### src/rtl/gameport_pkg.sv
// Shared constants, state type and target mapping for the game-port timer.
package gameport_pkg;

  localparam int DIR_R = 0;
  localparam int DIR_L = 1;
  localparam int DIR_D = 2;
  localparam int DIR_U = 3;
  localparam int BTN1  = 4;
  localparam int BTN2  = 5;

  localparam int GPIO_AXIS_LSB = 0;
  localparam int GPIO_BTN_LSB  = 4;

  typedef enum logic {IDLE, RUN} state_t;

  // Signed axis of width aw -> offset binary, zero-extended; caller truncates to CNT_W.
  function automatic logic [31:0] axis_target(input logic [31:0] a, input int aw);
    logic [31:0] mask;
    mask = (32'd1 << aw) - 32'd1;
    return (a ^ (32'd1 << (aw - 1))) & mask;
  endfunction

endpackage

### src/rtl/gameport_axis.sv
// One axis one-shot: live target compare and sticky bit.
// GAMEPORT_DIGITAL_EMU_EN enables digital-direction substitution for a centred axis.
module gameport_axis
  import gameport_pkg::*;
#(
  parameter int AXIS_W = 8,
  parameter int CNT_W  = 9
) (
  input  logic              clk_sys,
  input  logic              reset,
  input  logic [AXIS_W-1:0] analog,
  input  logic              dir_pos,
  input  logic              dir_neg,
  input  logic [CNT_W-1:0]  count,
  input  logic              start,
  input  logic              timeout,
  output logic              axis_bit
);

  logic [AXIS_W-1:0] eff;
  logic [CNT_W-1:0]  target;

`ifdef GAMEPORT_DIGITAL_EMU_EN
  always_comb begin
    eff = analog;
    // Only a centred stick takes the digital value; opposing presses cancel.
    if (analog == '0 && (dir_pos ^ dir_neg))
      eff = dir_pos ? {1'b0, {(AXIS_W-1){1'b1}}} : {1'b1, {(AXIS_W-1){1'b0}}};
  end
`else
  logic unused_dirs;
  assign unused_dirs = dir_pos ^ dir_neg;
  assign eff = analog;
`endif

  assign target = CNT_W'(axis_target(32'(eff), AXIS_W));

  always_ff @(posedge clk_sys or posedge reset) begin
    if (reset)                          axis_bit <= 1'b0;
    else if (start)                     axis_bit <= 1'b1;
    else if (timeout)                   axis_bit <= 1'b0;
    else if (axis_bit && count == target) axis_bit <= 1'b0;
  end

endmodule

### src/rtl/gameport_timer.sv
// Game-port (0x201) emulator top: FSM, prescaler, counter, stick swap and buttons.
// Optional digital-direction emulation via GAMEPORT_DIGITAL_EMU_EN.
module gameport_timer
  import gameport_pkg::*;
#(
  parameter int NUM_STICKS    = 2,
  parameter int AXIS_W        = 8,
  parameter int CNT_W         = 9,
  parameter int PRESCALE_BASE = 16
) (
  input  logic                           clk_sys,
  input  logic                           reset,
  input  logic [1:0]                     cpu_speed,
  input  logic                           swap,
  input  logic                           port_wr,
  input  logic [NUM_STICKS*2*AXIS_W-1:0] joy_analog,
  input  logic [NUM_STICKS*8-1:0]        joy_digital,
  output logic [7:0]                     gpio_dout,
  output logic [2*NUM_STICKS-1:0]        axis_bits,
  output logic [2*NUM_STICKS-1:0]        button_n,
  output logic                           busy
);

  localparam int PS_W = $clog2(PRESCALE_BASE * 4);

  state_t state, state_nx;
  logic [CNT_W-1:0] count;
  logic [PS_W-1:0]  presc, period_m1;
  logic [1:0]       spd;
  logic             tick, timeout;

  logic [NUM_STICKS-1:0][2*AXIS_W-1:0] ana_in, ana;
  logic [NUM_STICKS-1:0][7:0]          dig_in, dig;
  logic [2*NUM_STICKS-1:0]             btn_nx;
  logic                                unused_dig;

  assign ana_in = joy_analog;
  assign dig_in = joy_digital;

  always_comb begin
    ana = ana_in;
    dig = dig_in;
    if (swap) begin
      ana[0] = ana_in[1];
      ana[1] = ana_in[0];
      dig[0] = dig_in[1];
      dig[1] = dig_in[0];
    end
  end

  always_comb begin
    btn_nx     = '1;
    unused_dig = 1'b0;
    for (int s = 0; s < NUM_STICKS; s++) begin
      btn_nx[2*s]   = ~dig[s][BTN1];
      btn_nx[2*s+1] = ~dig[s][BTN2];
      unused_dig    = unused_dig ^ (^dig[s][7:6]);
    end
  end

  assign period_m1 = PS_W'(PRESCALE_BASE * (int'(spd) + 1) - 1);
  assign tick      = (state == RUN) && (presc == period_m1);
  // Counter reaching all-ones ends the run on the same edge it is loaded.
  assign timeout   = tick && (count == {{(CNT_W-1){1'b1}}, 1'b0});

  always_comb begin
    state_nx = state;
    case (state)
      IDLE: if (port_wr) state_nx = RUN;
      RUN:  if (port_wr) state_nx = RUN;
            else if (timeout) state_nx = IDLE;
      default: state_nx = IDLE;
    endcase
  end

  always_ff @(posedge clk_sys or posedge reset) begin
    if (reset) state <= IDLE;
    else       state <= state_nx;
  end

  always_ff @(posedge clk_sys or posedge reset) begin
    if (reset) begin
      count    <= '1;
      presc    <= '0;
      spd      <= 2'd0;
      button_n <= '1;
    end else begin
      button_n <= btn_nx;
      if (port_wr) begin
        count <= '0;
        presc <= '0;
        spd   <= cpu_speed;
      end else if (tick) begin
        count <= count + 1'b1;
        presc <= '0;
      end else if (state == RUN) begin
        presc <= presc + 1'b1;
      end
    end
  end

  for (genvar a = 0; a < 2*NUM_STICKS; a++) begin : g_axis
    localparam int S = a / 2;
    localparam int Y = a % 2;
    gameport_axis #(.AXIS_W(AXIS_W), .CNT_W(CNT_W)) u_axis (
      .clk_sys (clk_sys),
      .reset   (reset),
      .analog  (ana[S][Y*AXIS_W +: AXIS_W]),
      .dir_pos (Y ? dig[S][DIR_D] : dig[S][DIR_R]),
      .dir_neg (Y ? dig[S][DIR_U] : dig[S][DIR_L]),
      .count   (count),
      .start   (port_wr),
      .timeout (timeout),
      .axis_bit(axis_bits[a])
    );
  end

  assign busy = (state == RUN);
  assign gpio_dout[GPIO_AXIS_LSB +: 4] = axis_bits[3:0];
  assign gpio_dout[GPIO_BTN_LSB +: 4]  = button_n[3:0];

endmodule
### config.mk
export PLATFORM = sky130hd
export DESIGN_NAME = gameport_timer
export DESIGN_NICKNAME = d
export VERILOG_FILES = /design/src/rtl/gameport_pkg.sv /design/src/rtl/gameport_axis.sv /design/src/rtl/gameport_timer.sv
export SDC_FILE = /design/constraint.sdc
export NUM_CORES = 1
export LEC_CHECK = 0
export ABC_AREA = 1
export CELL_PAD_IN_SITES_DETAIL_PLACEMENT = 1
export CELL_PAD_IN_SITES_GLOBAL_PLACEMENT = 1
export CORE_MARGIN = 2
export CORE_UTILIZATION = 33
export CTS_CLUSTER_DIAMETER = 120
export DETAILED_ROUTE_END_ITERATION = 8
export GPL_TIMING_DRIVEN = 0
export PLACE_DENSITY_LB_ADDON = 0.1
export SLEW_MARGIN = 20
export SYNTH_ARGS = -nofsm -noshare
export SYNTH_HDL_FRONTEND = slang
export SYNTH_HIERARCHICAL = 1
export SYNTH_SLANG_ARGS = --single-unit
### constraint.sdc
create_clock -name clk_sys -period 1.92 [get_ports clk_sys]
set_input_delay 0.384 -clock clk_sys [delete_from_list [all_inputs] [get_ports clk_sys]]
set_output_delay 0.384 -clock clk_sys [all_outputs]
set_load 0.02 [all_outputs]
==> impl_metrics.py <==
metrics = {
    "timing": {
        "fin_crit_ps": 1876,
        "setup_viol_count_final": 0,
        "worstMarginPinSlew_ps": 861.6,
        "fin_crit_sh_pct": 97.71,
        "slew_headroom_pct": 42.50,
        "clock.fmax_mhz": 533.1,
        "skew_ps": 7.622,
        "worst_hold_slack_ps": 376.2,
        "rsz0062_at_grt": "false",
        "tns_ps": 0,
        "maxSlewViolCount": 0,
        "finalHoldViolCount": 0,
    },
    "place": {
        "io_buffers": 57,
        "post-dp-hpwl_mm": 6.270,
        "place.gp.congestion": 0.8113,
    },
    "grt": {
        "grt_pass1_wl_mm": 13.51,
        "antenna_found_initial": 0,
        "grt_util_all_layers_pct": 19.74,
        "grt_overflow": 0,
        "grt_pass1_vias": 2901,
        "grt_max_degree": 23,
    },
    "status": {
        "status": "completed",
    },
    "critical_path": {
        "cp_max_fo": 2,
        "crit_type": "reg -> out",
        "worst_setup_path_end_kind": "output port",
        "start_kind": "register",
        "cp.required_ps": 1540,
        "worstPathArrival_ps": 1490,
    },
    "yosys": {
        "synth.net_count": 488,
        "syn_inst": 431,
        "yosysWarningCount": 6,
        "avgSynthCellArea_um2": 5.934,
        "syn_area_um2": 2557,
    },
    "clock_network": {
        "cts.sinks": 26,
        "h-tree-depth": 1,
        "root_buffer": "clkbuf_8",
        "clockBufferDepth": 2,
        "clk-insertion-delay-late_ps": 280,
        "cts_tree": "yes",
        "path_clk_slew_ps": 90,
        "hold_buffers": 0,
        "cts-buffers-inserted": 3,
    },
    "routing": {
        "wl_mm": 8.008,
        "viasPerCell": 4.575,
        "dr.first_iter.drc_count": 46,
        "drtPass1Iterations": 4,
        "num_vias": 2736,
        "avgRoutedWirePerCell_um": 13.39,
        "drc": 0,
        "postRouteAntennaNets": 0,
    },
    "layout": {
        "drive_gt1_share_pct": 13.51,
        "diodes": 0,
        "nFillCells": 1063,
        "area_growth_pct": 31.65,
        "nNetsFinal": 554,
        "final_util_pct": 44.26,
    },
    "floorplan": {
        "start_util_pct": 33.62,
        "boundaryPins": 71,
        "die_h_um": 92.04,
        "core_um2": 7607,
        "fp.dieW_um": 92.04,
        "design.die.area_um2": 8470,
        "rows": 32,
    },
    "power": {
        "leakagePower_nw": 1.712,
        "power.density_cell_area_nw_per_um2": 430.1,
        "ir_worst_vdd_mv": 0.4158,
    },
    "min_path": {
        "hp-class": "in -> async",
    },
    "flow_run": {
        "cap_violations": 0,
    },
}
-- through the flow --
stage | instances | instance area (µm²) | setup WS [ps] | power [mW]
floorplan | 431 | 2557 | 301.2 | 0.8173
global placement | 590 | 3256 | -89.61 | 0.9818
detailed placement | 590 | 3256 | -134.8 | 0.9923
CTS | 594 | 3327 | 8.392 | 1.468
global route | 598 | 3367 | 5.387 | 1.527
finish | 598 | 3367 | 44.04 | 1.448
-- metal layers --
| metal | GRT usage (%) | part of all wire (%) | vias up |
|---|---|---|---|
| li1 | - | - | 1402 |
| met1 | 24.19 | 45 | 1293 |
| met2 | 36.95 | 52 | 31 |
| met3 | 2.136 | 1.9 | 10 |
| met4 | 4.478 | 1.5 | 0 |
| met5 | 0 | 0 | - |
-- layout make-up --
class                           instances  area (µm²)  area share, %
Buffer                                 22       137.6          4.088
Clock buffer                            3       41.29          1.226
Clock inverter                          1       30.03         0.8919
Inverter                               92       345.3          10.26
Multi-Input combinational cell        291        1410          41.88
Sequential cell                        26       666.9          19.81
Tap cell                              102       127.6          3.790
Timing Repair Buffer                   61       608.1          18.06
-- report_power, final --
group	switching [mW]	total [mW]	internal, mW
clock	0.190	0.470	0.279
combinational	0.209	0.396	0.187
sequential	0.0126	0.582	0.569
-- flip-flops by register name (all words and copies together), names as in the netlist --
register,flops
count,9
presc,6
busy,1
g_axis.u_axis/axis_bit,4
button_n,4
spd,2
-- worst paths after layout --
check | start | endpoint | slack, ps | cells past startpoint
worst max register to register | count[4] | g_axis[3].u_axis/axis_bit | 170 | 8
worst max-delay path | button_n[3] | gpio_dout[7] | 40 | 2
max in group asynchronous | reset | spd[1] | 650 | 2
worst min-delay path | reset | g_axis[2].u_axis/axis_bit | 380 | 2
min in group clk_sys | count[5] | count[5] | 490 | 2
worst min register to register | count[5] | count[5] | 490 | 2
-- what timing repair did --
| action | in CTS | in global routing |
|---|---|---|
| endpoints found under the setup margin | 0 | 7 |
| resized for setup | 0 | 6 |
| setup buffers | 0 | 4 |
-- critical path, cell delays in order, from the launching register on --
cell             delay [ps]
dfstp_2                 540
buf_4                    90
clkdlybuf4s50_1         590
-- cells in the final DEF (no fill, tap or decap), types with 3 or more instances in the layout --
cell             count
inv_2                4
dlymetal6s2s_1       3
xor2_1              11
clkbuf_1             6
nand3_2              4
clkdlybuf4s50_1     54
clkbuf_8             3
nand2_2              7
a21oi_1             18
buf_2                4
ha_1                 3
nand3_1             16
dfrtp_1             13
buf_4               14
nand4_1              7
o21ai_0             25
inv_1               88
nor2_2               9
dfstp_2             13
nand2_1            134
nor2_1              46
Note: power is estimated with default switching activity, not from simulation.
